## config.mk

```make
export PLATFORM = sky130hd
export DESIGN_NAME = fa_serial_seq
export DESIGN_NICKNAME = d
export VERILOG_FILES = /design/src/rtl/fa_serial_pkg.sv /design/src/rtl/fa_settle_cnt.sv /design/src/rtl/fa_serial_seq.sv
export SDC_FILE = /design/constraint.sdc
export NUM_CORES = 1
export LEC_CHECK = 0
export CAP_MARGIN = 20
export CORE_UTILIZATION = 50
export DETAILED_ROUTE_END_ITERATION = 16
export PLACE_DENSITY = 0.88
export REMOVE_ABC_BUFFERS = 1
export SYNTH_ARGS = -nofsm -noshare
export SYNTH_HDL_FRONTEND = slang
export SYNTH_HIERARCHICAL = 1
export SYNTH_SLANG_ARGS = --single-unit
export TNS_END_PERCENT = 30
```

## constraint.sdc

```tcl
create_clock -name clk -period 2.2 [get_ports clk]
set_clock_uncertainty 0.1 [all_clocks]
set_input_delay 0.44 -clock clk [delete_from_list [all_inputs] [get_ports clk]]
set_output_delay 0.44 -clock clk [all_outputs]
set_load 0.01 [all_outputs]
```

## src/rtl/fa_serial_pkg.sv

```systemverilog
// Shared types and defaults for the bit-serial full-adder sequencer.
package fa_serial_pkg;

    typedef enum logic [1:0] {
        IDLE,
        DRIVE,
        SAMPLE,
        DONE
    } state_t;

    localparam int DEF_WIDTH      = 8;
    localparam int DEF_SETTLE_CYC = 4;

    // Width of a counter that must hold values 0..settle.
    function automatic int cnt_width(input int settle);
        return $clog2(settle + 1);
    endfunction

endpackage

```

## src/rtl/fa_settle_cnt.sv

```systemverilog
// Loadable down-counter with zero flag; paces the adder cell settle window.
module fa_settle_cnt #(
    parameter int CNT_W = 3
) (
    input  logic             clk,
    input  logic             rst,
    input  logic             load,
    input  logic [CNT_W-1:0] load_val,
    input  logic             dec,
    output logic             zero
);

    logic [CNT_W-1:0] cnt;

    // Load has priority over decrement; reset clears the count.
    always_ff @(posedge clk) begin
        if (rst)
            cnt <= '0;
        else if (load)
            cnt <= load_val;
        else if (dec)
            cnt <= cnt - CNT_W'(1);
    end

    assign zero = (cnt == '0);

endmodule

```

## src/rtl/fa_serial_seq.sv

```systemverilog
// Bit-serial add/subtract sequencer driving one shared full-adder cell, LSB first.
module fa_serial_seq
    import fa_serial_pkg::*;
#(
    parameter int WIDTH      = DEF_WIDTH,
    parameter int SETTLE_CYC = DEF_SETTLE_CYC
) (
    input  logic             clk,
    input  logic             rst,
    input  logic             in_valid,
    output logic             in_ready,
    input  logic [WIDTH-1:0] in_a,
    input  logic [WIDTH-1:0] in_b,
    input  logic             in_cin,
    input  logic             in_sub,
    output logic             out_valid,
    input  logic             out_ready,
    output logic [WIDTH-1:0] out_sum,
    output logic             out_cout,
    output logic             busy,
    output logic             fa_a,
    output logic             fa_b,
    output logic             fa_cin,
    input  logic             fa_sum,
    input  logic             fa_cout
);

    localparam int CNT_W = cnt_width(SETTLE_CYC);
    localparam int IDX_W = (WIDTH > 1) ? $clog2(WIDTH) : 1;
    localparam logic [CNT_W-1:0] RELOAD = CNT_W'(SETTLE_CYC - 1);
    localparam logic [IDX_W-1:0] LAST   = IDX_W'(WIDTH - 1);

    state_t           state;
    logic [WIDTH-1:0] op_a;
    logic [WIDTH-1:0] op_b;
    logic [WIDTH-1:0] sum_reg;
    logic [WIDTH-1:0] sum_next;
    logic             carry;
    logic [IDX_W-1:0] idx;
    logic [IDX_W-1:0] idx_nxt;
    logic             accept;
    logic             cnt_load;
    logic             cnt_dec;
    logic             cnt_zero;

    assign accept = in_valid & in_ready;

    // Next-bit bookkeeping and settle-counter controls.
    always_comb begin
        sum_next      = sum_reg;
        sum_next[idx] = fa_sum;
        idx_nxt       = idx + IDX_W'(1);
        cnt_load      = accept || ((state == SAMPLE) && (idx != LAST));
        cnt_dec       = (state == DRIVE) && !cnt_zero;
    end

    fa_settle_cnt #(
        .CNT_W (CNT_W)
    ) u_settle (
        .clk      (clk),
        .rst      (rst),
        .load     (cnt_load),
        .load_val (RELOAD),
        .dec      (cnt_dec),
        .zero     (cnt_zero)
    );

    // Main FSM with registered handshake, result and cell drive outputs.
    // Cell inputs for the next bit are registered on the same edge that
    // leaves SAMPLE, so the settle window starts counting immediately.
    always_ff @(posedge clk) begin
        if (rst) begin
            state     <= IDLE;
            op_a      <= '0;
            op_b      <= '0;
            sum_reg   <= '0;
            carry     <= 1'b0;
            idx       <= '0;
            in_ready  <= 1'b1;
            out_valid <= 1'b0;
            out_sum   <= '0;
            out_cout  <= 1'b0;
            busy      <= 1'b0;
            fa_a      <= 1'b0;
            fa_b      <= 1'b0;
            fa_cin    <= 1'b0;
        end else begin
            case (state)
                IDLE: begin
                    if (accept) begin
                        op_a     <= in_a;
                        op_b     <= in_sub ? ~in_b : in_b;
                        carry    <= in_sub ? 1'b1 : in_cin;
                        idx      <= '0;
                        fa_a     <= in_a[0];
                        fa_b     <= in_b[0] ^ in_sub;
                        fa_cin   <= in_sub ? 1'b1 : in_cin;
                        in_ready <= 1'b0;
                        busy     <= 1'b1;
                        state    <= DRIVE;
                    end
                end
                DRIVE: begin
                    if (cnt_zero)
                        state <= SAMPLE;
                end
                SAMPLE: begin
                    sum_reg <= sum_next;
                    carry   <= fa_cout;
                    if (idx == LAST) begin
                        out_valid <= 1'b1;
                        out_sum   <= sum_next;
                        out_cout  <= fa_cout;
                        fa_a      <= 1'b0;
                        fa_b      <= 1'b0;
                        fa_cin    <= 1'b0;
                        state     <= DONE;
                    end else begin
                        idx    <= idx_nxt;
                        fa_a   <= op_a[idx_nxt];
                        fa_b   <= op_b[idx_nxt];
                        fa_cin <= fa_cout;
                        state  <= DRIVE;
                    end
                end
                DONE: begin
                    if (out_ready) begin
                        out_valid <= 1'b0;
                        in_ready  <= 1'b1;
                        busy      <= 1'b0;
                        state     <= IDLE;
                    end
                end
                default: state <= IDLE;
            endcase
        end
    end

endmodule

```

==> results.sh <==
export IMPL_total_leakage_power_uw=0.00105
export IMPL_avgViaCountPerCell=5.30
export IMPL_r2r_start="idx[1]"
export IMPL_relSlewSlack=0.624
export IMPL_ys_flop_type="dfxtp_1"
export IMPL_firstDrtPassIters=4
export IMPL_cap_viol_max_count=0
export IMPL_rsz0062_at_grt="no"
export IMPL_use_met2=0.312
export IMPL_rows=24
export IMPL_grt_start_max_net_pins=25
export IMPL_cts_root_buf="clkbuf_8"
export IMPL_grt_pass1_vias=1682
export IMPL_crit_chain="ha_1 -> ha_1 -> nor3b_2 -> nand2b_1 -> or2_1 -> o32ai_2"
export IMPL_ctsResizeCount=0
export IMPL_grt_met3_usage=0.0390
export IMPL_ys_ff_latch=47
export IMPL_path_clk_slew_ps=90
export IMPL_power_uw=2640
export IMPL_synth_cell_area_um2=2310
export IMPL_ctsHoldBuffers=0
export IMPL_initial_core_util=0.526
export IMPL_critPathMaxStageDelay_ps=530
export IMPL_clock_latency_ps=300
export IMPL_syn_inst=247
export IMPL_antenna_found_initial=0
export IMPL_die_w_um=69.9
export IMPL_ys_types=42
export IMPL_fill_cells=359
export IMPL_coreArea_um2=4380
export IMPL_cts_made_buffers=5
export IMPL_dp_cells=328
export IMPL_slew_viol_final=0
export IMPL_syn_avg_cell_area_um2=9.34
export IMPL_ys_seq_area_frac=0.408
export IMPL_use_met1=0.248
export IMPL_die_h_um=69.9
export IMPL_hp_class="flop to flop"
export IMPL_rrSetupSlack_ps=170
export IMPL_hold_violations=0
export IMPL_critPathArrivalTime_ps=2150
export IMPL_ios=39
export IMPL_setup_violations=0
export IMPL_r2r_cells=6
export IMPL_fin_cells=336
export IMPL_route_detailed_drc=0
export IMPL_max_freq_ghz=0.492
export IMPL_critPathCaptureType="flop"
export IMPL_grt_pass1_wl_mm=7.53
export IMPL_crit_required_ps=2320
export IMPL_dieArea_um2=4890
export IMPL_htree_levels=2
export IMPL_fin_crit_ps=2030
export IMPL_top_usage_layer="met2"
export IMPL_postCtsSetupRepairBufs=0
export IMPL_hold_path_end="busy"
export IMPL_worstSetupPathType="flop to flop"
export IMPL_io_buffers=38
export IMPL_worstMarginPinSlew_ps=564
export IMPL_synthToLayoutAreaGrowth_pct=24.0
export IMPL_cts_sinks=47
export IMPL_cp_slowest_cell="dfxtp_1"
export IMPL_place_hpwl_mm=3.10
export IMPL_fin_nets=312
export IMPL_cp_startpoint="idx[1]"
export IMPL_diodes=0
export IMPL_min_delay_start="busy"
export IMPL_wl_mm=4.40
export IMPL_path_max_fanout=11
export IMPL_synth_edff_count=0
export IMPL_grt_ovfl_total=0
export IMPL_gp_congestion=0.760
export IMPL_yosysWarnings=6
export IMPL_cts_tree="built"
export IMPL_status="complete, no violations"
export IMPL_worst_slack_ps=169
export IMPL_whs_path_depth=2
export IMPL_power_density_nw_per_um2=924
export IMPL_track_usage=0.192
export IMPL_dr_first_iter_drc_count=95
export IMPL_vdd_drop_max_mv=0.473
export IMPL_ant_nets=0
export IMPL_r2r_end="u_settle/cnt[2]"
export IMPL_cp_common_cell="ha_1"
export IMPL_synth_async_reset_ratio=0
export IMPL_startpoint_type="flop"
export IMPL_vias=1780
export IMPL_layout_drive_gt1_share=0.120
export IMPL_clk_path_buf_depth=2
export IMPL_wire_per_inst_um=13.1
export IMPL_place_ws_ps=-10.1
export IMPL_period_share=0.923
[Yosys cell counts (all sizes together), types with 2 or more instances]
library cell / number / area (um2)
clkbuf: 9 / 33.8
o21bai: 2 / 15.0
and2: 3 / 18.8
dfxtp: 47 / 941
o21ai: 2 / 10.0
nor3: 2 / 10.0
ha: 5 / 62.6
mux4: 2 / 45.0
a22oi: 3 / 22.5
nor2: 46 / 173
nand3b: 4 / 30.0
nand3: 3 / 15.0
xnor2: 9 / 78.8
nand2: 9 / 33.8
a21oi: 11 / 55.1
a211oi: 25 / 228
conb: 2 / 7.51
o32ai: 2 / 25.0
mux2i: 24 / 240
nor3b: 4 / 35.0
buf: 12 / 90.1
nor2b: 2 / 15.0
inv: 6 / 22.5
[cell usage in the layout (no fill, tap or decap), types with 2 or more instances in the layout]
cell and n:
buf_4 11, bufinv_16 2, o21bai_1 2, dfxtp_1 47, o21ai_0 2, a211oi_1 17
a21oi_1 11, nand3b_1 4, mux2i_1 24, clkbuf_8 5, inv_1 6, a22oi_1 3
nand2_1 9, xnor2_1 9, and2_1 3, a211oi_2 8, nor3b_1 3, ha_1 5
clkdlybuf4s50_1 37, conb_1 3, nor3_1 2, nor2_1 46, mux4_2 2, nand3_1 3
[logic make-up after synthesis]
logic type                 count (synthesis)  share of synthesized area
xor gates and xnor gates                   9                     0.0342
adders and majority gates                  5                     0.0271
AOI/OAI and AO/OA                         50                      0.171
DFF                                       47                      0.408
muxes                                     26                      0.124
other                                      2                    0.00326
and+or+nand+nor                           81                      0.169
buffers and inverters                     27                     0.0635
[worst max-delay path by stage]
stage	end	slack (ps)
global route	u_settle/cnt[2]	30
CTS	u_settle/cnt[2]	160
global placement	op_a[3]	70
finish	u_settle/cnt[2]	170
floorplan	fa_b	-1490
detailed placement	op_b[4]	-10
[metal layers]
layer | up-vias | routed length [um] | share of wire
met1 | 807 | 2060 | 0.47
met2 | 37 | 2110 | 0.48
li1 | 930 | - | -
met5 | - | 0 | 0
met3 | 6 | 159 | 0.036
met4 | 0 | 70 | 0.016
[power by group]
group	switching (uW)	internal [uW]
Clock	296	453
Sequential	116	993
Combinational	384	403
Total	795	1850
[per-stage QoR]
step / util / instance area, um2 / TNS (ps) / hold slack, ps
floorplan: - / 2190 / -27030 / 355
global placement: 0.621 / 2720 / 0 / 363
detailed placement: 0.621 / 2720 / -10.1 / 373
CTS: 0.652 / 2860 / 0 / 385
global route: 0.652 / 2860 / 0 / 417
finish: 0.652 / 2860 / 0 / 386
[critical path: cells and delay by family, from the launching register on]
family | cells | cell delay [ps]
and+or+nand+nor | 3 | 620
DFF | 1 | 530
adders and majority gates | 2 | 440
AOI/OAI and AO/OA | 1 | 260
[final cells by class]
cell class	instances	area, um2	share of cell area
Multi-Input combinational cell	174	1240	0.433
Timing Repair Buffer	49	458	0.160
Inverter	6	22.5	0.00787
Tap cell	52	65.1	0.0227
Sequential cell	47	941	0.329
Clock buffer	5	68.8	0.0241
Clock inverter	3	67.6	0.0236
Note: power is estimated with default switching activity, not from simulation.
